`src/rtl/read_master.sv`:
```
`timescale 1ns/1ps
// DMA read-side master: streams Length bytes of Avalon-MM word reads into the
// shared data FIFO, throttled by outstanding-read and FIFO-space limits.
module read_master #(
  parameter int MAX_PENDING = 4,
  parameter int FIFO_DEPTH  = 256,
  parameter int USEDW_WIDTH = 8
) (
  input  logic                   iClk,
  input  logic                   iReset_n,
  input  logic                   Start,
  input  logic [31:0]            Length,
  input  logic [31:0]            RM_startaddress,
  input  logic                   FF_full,
  input  logic [USEDW_WIDTH-1:0] FF_usedw,
  output logic                   FF_writerequest,
  output logic [31:0]            FF_data,
  output logic                   oRM_read,
  output logic [31:0]            oRM_readaddress,
  input  logic [31:0]            iRM_readdata,
  input  logic                   iRM_waitrequest,
  input  logic                   iRM_readdatavalid,
  output logic                   RM_done,
  output logic [1:0]             state_dbg
);

  // Avalon handshake: a read is accepted when oRM_read=1 and
  // iRM_waitrequest=0; while stalled, oRM_read and oRM_readaddress hold.
  // Each iRM_readdatavalid beat during READ/DRAIN is pushed one cycle later.

  typedef enum logic [1:0] {
    IDLE  = 2'd0,
    READ  = 2'd1,
    DRAIN = 2'd2,
    DONE  = 2'd3
  } state_t;

  localparam int SW = USEDW_WIDTH + 2;

  state_t      state;
  logic [29:0] total;
  logic [29:0] issued;
  logic [29:0] returned;

  logic          active;
  logic          accept;
  logic          beat;
  logic [29:0]   issued_n;
  logic [29:0]   returned_n;
  logic [3:0]    pending_n;
  logic [SW-1:0] fill_need;
  logic          can_issue_n;
  logic          unused_len;

  assign unused_len = ^Length[1:0];
  assign state_dbg  = state;

  assign active     = (state == READ) || (state == DRAIN);
  assign accept     = oRM_read && !iRM_waitrequest;
  assign beat       = iRM_readdatavalid && active;
  assign issued_n   = issued + {29'd0, accept};
  assign returned_n = returned + {29'd0, beat};
  assign pending_n  = 4'(issued_n - returned_n);

  // Issue decision for the next cycle uses the counts after this edge. The
  // current push is counted too because FF_usedw reflects it only a cycle late.
  assign fill_need = SW'(FF_usedw) + SW'(pending_n) + SW'(beat)
                   + SW'(FF_writerequest) + SW'(1);
  assign can_issue_n = (issued_n < total) && !FF_full
                    && (pending_n < 4'(MAX_PENDING))
                    && (fill_need <= SW'(FIFO_DEPTH - 1));

  always_ff @(posedge iClk or negedge iReset_n) begin
    if (!iReset_n) begin
      state           <= IDLE;
      total           <= '0;
      issued          <= '0;
      returned        <= '0;
      FF_writerequest <= 1'b0;
      FF_data         <= '0;
      oRM_read        <= 1'b0;
      oRM_readaddress <= '0;
      RM_done         <= 1'b0;
    end else begin
      FF_writerequest <= beat;
      if (beat) FF_data <= iRM_readdata;

      case (state)
        IDLE: begin
          RM_done  <= 1'b0;
          oRM_read <= 1'b0;
          if (Start) begin
            oRM_readaddress <= RM_startaddress;
            total           <= Length[31:2];
            issued          <= '0;
            returned        <= '0;
            if (Length[31:2] != 30'd0) begin
              state <= READ;
            end else begin
              state   <= DONE;
              RM_done <= 1'b1;
            end
          end
        end

        READ: begin
          issued   <= issued_n;
          returned <= returned_n;
          if (accept) oRM_readaddress <= oRM_readaddress + 32'd4;
          if (accept && (issued_n == total)) begin
            state    <= DRAIN;
            oRM_read <= 1'b0;
          end else if (!(oRM_read && iRM_waitrequest)) begin
            oRM_read <= can_issue_n;
          end
        end

        DRAIN: begin
          returned <= returned_n;
          oRM_read <= 1'b0;
          // Done once the final word's push cycle has passed.
          if ((returned_n == total) && !beat) begin
            state   <= DONE;
            RM_done <= 1'b1;
          end
        end

        DONE: begin
          RM_done  <= 1'b1;
          oRM_read <= 1'b0;
          if (!Start) begin
            state   <= IDLE;
            RM_done <= 1'b0;
          end
        end

        default: state <= IDLE;
      endcase
    end
  end

endmodule

```
`config.mk`:
```
export PLATFORM = sky130hd
export DESIGN_NAME = read_master
export DESIGN_NICKNAME = d
export VERILOG_FILES = /design/src/rtl/read_master.sv
export SDC_FILE = /design/constraint.sdc
export NUM_CORES = 1
export LEC_CHECK = 0
export ABC_CLOCK_PERIOD_IN_PS = 7980
export CAP_MARGIN = 20
export CELL_PAD_IN_SITES_DETAIL_PLACEMENT = 1
export CELL_PAD_IN_SITES_GLOBAL_PLACEMENT = 1
export CORE_UTILIZATION = 40
export DETAILED_ROUTE_END_ITERATION = 16
export PLACE_DENSITY = 0.82
export SLEW_MARGIN = 40
export SYNTH_ARGS = -nofsm -noshare
export SYNTH_HDL_FRONTEND = slang
export SYNTH_SLANG_ARGS = --single-unit
```
`constraint.sdc`:
```
create_clock -name iClk -period 7.98 [get_ports iClk]
set_input_delay 2.394 -clock iClk [delete_from_list [all_inputs] [get_ports iClk]]
set_output_delay 2.394 -clock iClk [all_outputs]
set_load 0.05 [all_outputs]
```
==> flow_summary_export.csv <==
group,metric,value,unit
run_status,status,"finished clean",
pwr,cellLeakagePower,5.320,nW
pwr,power.density,398.7,nW/um^2
placed_design,port_buffers,176,
placed_design,dp.cells,1508,
placed_design,dp_hpwl,22.62,mm
sta,relSlewSlack,0.4859,
setup_path,worstPathMaxFanout,6,
detailed_routing,detail-route-antenna-nets,0,
detailed_routing,firstDrtPassIters,4,
setup_path,reg2reg_from,"state_dbg[0]",
global_route,antenna_found_initial,0,
detailed_routing,routedWlPerCell,20.16,um
synth,seq_area_frac_synth,0.4029,
finish,area_growth,26.68,%
clocking,ctsResizeCount,0,
floorplanning,die_w,159.1,um
setup_path,end_kind,"flip-flop",
global_route,gr-usage-met2,0.4224,
setup_path,crit_path_start,"iRM_waitrequest",
finish,insertedDiodeCount,0,
global_route,grt_pass1_vias,9546,
setup_path,cp_top_family,"simple AND/OR/NAND/NOR gates",
placed_design,place_congestion,0.8655,
detailed_routing,avgViaCountPerCell,5.797,
floorplanning,dieArea,25320,sq um
setup_path,path_buf_inv,3,
sta,finalCritPeriodShare,0.8295,
finish,fin_area,12510,sq um
synth,synth.area.top_cells,"dfrtp_1 (40%), mux2_2 (7.2%), ha_1 (6.2%)",
synth,ys.flop_type,"dfrtp_1",
sta,rsz0062_at_grt,"no",
synth,ys_seq_elements,159,
setup_path,cp_cell_sequence,"clkdlybuf4s50_1, nand2b_1, inv_1, ha_1, ha_1, nand4_1, nor2_1, nand4_1, nor3_1, xor2_1, ha_1, nand4_1, nor4_1, a21oi_1, inv_1, nand3_1, nor4_2, a21oi_1, a21oi_1",
sta,fmax,151.1,MHz
hold_path,hp-class,"reg -> reg",
job,drv_cap,0,
global_route,grt_pass1_wl,50.58,mm
synth,netlist_area,9876,sq um
detailed_routing,drc,0,
clocking,hold_buffers,0,
setup_path,path_class,"in -> reg",
global_route,globalRouteMet3Util,0.03543,
clocking,path_clk_slew,0.07,ns
synth,synth.top_cell.area_share,0.4029,
synth,syn_avg_cell_area,9.405,sq um
synth,synth_edf_count,0,
synth,yosysMostFrequentCell,"dfrtp_1",
synth,async_flop_share,1.000,
synth,syn_nets,1212,
global_route,grt.busiest_layer,"met2",
sta,fin_setup_tns,0,ns
floorplanning,fp-row-count,57,
setup_path,cp_slowest_stage_delay,0.48,ns
setup_path,required,8.34,ns
clocking,cts_sinks,159,
detailed_routing,vias,8928,
setup_path,worstSetupStartpointType,"primary input",
detailed_routing,drtIter0Drc,417,
clocking,cts_setup_buffers,0,
synth,yosysTopAreaCell,"dfrtp_1",
global_route,globalRouteMet1Util,0.3181,
global_route,grt_max_degree,70,
clocking,cts_tree,"done",
setup_path,critical_path_arrival,6.98,ns
sta,hold_violations,0,
detailed_routing,finalWirelength,31.05,mm
global_route,grt_overflow,0,
sta,drv_slew,0,
floorplanning,initial_core_util,0.4073,
synth,yosysWarnings,0,
clocking,cts_buffer_depth,2,
synth,synth.distinct_cells,69,
sta,fin_crit,6.619,ns
synth,netlist_instances,1050,
clocking,cts_buffers,17,
hold_path,hold_path_startpoint,"FF_data[21]",
sta,worst_pin_slew,0.7652,ns
pwr,vdd_ir_drop_max,0.2157,mV
setup_path,slowest_stage,"clkdlybuf4s50_1",
placed_design,place_area,11920,sq um
floorplanning,boundaryPins,179,
synth,synth_commonest_cells,"dfrtp_1 (159), o21ai_0 (84), nand2_1 (66)",
finish,nNetsFinal,1365,
floorplanning,die_h,159.1,um
finish,drive_gt1_frac,0.1036,
sta,setup_viol,0,
clocking,clock_latency,0.45,ns
clocking,cts-htree-levels,4,
clocking,root_buffer,"clkbuf_16",
global_route,track_usage,0.2505,
finish,fin_cells,1540,
sta,final.setup_skew,0.01142,ns
floorplanning,core-area,24250,sq um
[metrics by stage]
stage / worst slack [ns] / utilization / hold WS [ns] / total power (W)
2_1_floorplan: 2.468 / - / 0.4563 / 0.003200
3_3_place_gp: 1.030 / 0.4900 / 0.4813 / 0.004029
3_5_place_dp: 0.9422 / 0.4914 / 0.4925 / 0.004154
4_1_cts: 1.346 / 0.5156 / 0.5108 / 0.005012
5_1_grt: 0.9834 / 0.5159 / 0.5300 / 0.005294
6_report: 1.361 / 0.5159 / 0.5060 / 0.004987
[per-layer routing]
metal	vias up	share of wire
met2	201	0.49
met3	69	0.036
met1	4496	0.43
met4	0	0.039
li1	4162	-
met5	-	0
[worst reg2reg max path, delay by kind of cell, from the launching register on]
family	cells	cell delay, ns
compound gates	4	0.82
xor+xnor	2	0.63
fa+ha+maj	6	1.80
buf+inv	1	0.10
flops	1	0.41
simple gates	5	0.80
[final timing paths]
kind | end | slack (ns) | cells past startpoint
setup / recovery | state_dbg[0] | 1.36 | 19
hold / removal | FF_data[21] | 0.51 | 1
setup reg to reg | oRM_read | 3.33 | 18
hold reg to reg | FF_data[21] | 0.51 | 1
max in group asynchronous | state_dbg[0] | 5.08 | 2
min in group asynchronous | oRM_readaddress[10] | 1.85 | 1
[state kept, by name, summed over array words and instances, names as in the netlist]
name,cells
FF_data,32
FF_writerequest,1
RM_done,1
issued,30
oRM_read,1
oRM_readaddress,32
returned,30
state_dbg,2
total,30
[power by group]
part           internal, W  switching, W  leakage (nW)
logic              0.00104       0.00174          3.02
clock network     0.000421      0.000408         0.290
registers          0.00108      0.000300          2.01
[placed cells by master (no fill, tap or decap), types with 18 or more instances in the layout]
| cell | instances |
|---|---|
| clkdlybuf4s50_1 | 175 |
| dfrtp_1 | 159 |
| o21ai_0 | 84 |
| nand2_1 | 66 |
| mux2_2 | 63 |
| inv_1 | 60 |
| nor2_1 | 53 |
| a21oi_1 | 51 |
| nand3_1 | 50 |
| ha_1 | 49 |
| xnor2_1 | 47 |
| nand4_1 | 33 |
| and3_1 | 29 |
| xor2_1 | 22 |
| nor3_1 | 21 |
| nor4_1 | 21 |
| o22ai_1 | 21 |
| o31ai_1 | 18 |
| a22o_1 | 18 |
[logic make-up (layout without fill, tap and decap cells)]
family | count (synthesis) | in the layout | synth area share
XOR/XNOR | 69 | 69 | 0.06119
flip-flops | 159 | 159 | 0.4029
AND/OR/NAND/NOR | 329 | 329 | 0.1762
multiplexers | 72 | 72 | 0.08096
adder cells (fa/ha/maj) | 52 | 52 | 0.06816
buffers and inverters | 113 | 279 | 0.04726
AO/OA/AOI/OAI | 256 | 256 | 0.1633
[final cells by class]
| class | instances | area, sq um |
|---|---|---|
| Multi-Input combinational cell | 778 | 5454 |
| Clock inverter | 15 | 161.4 |
| Fill cell | 2775 | 11740 |
| Tap cell | 324 | 405.4 |
| Timing Repair Buffer | 186 | 1857 |
| Sequential cell | 159 | 3979 |
| Clock buffer | 17 | 425.4 |
| Inverter | 61 | 229.0 |
(Power assumes the default switching activity.)
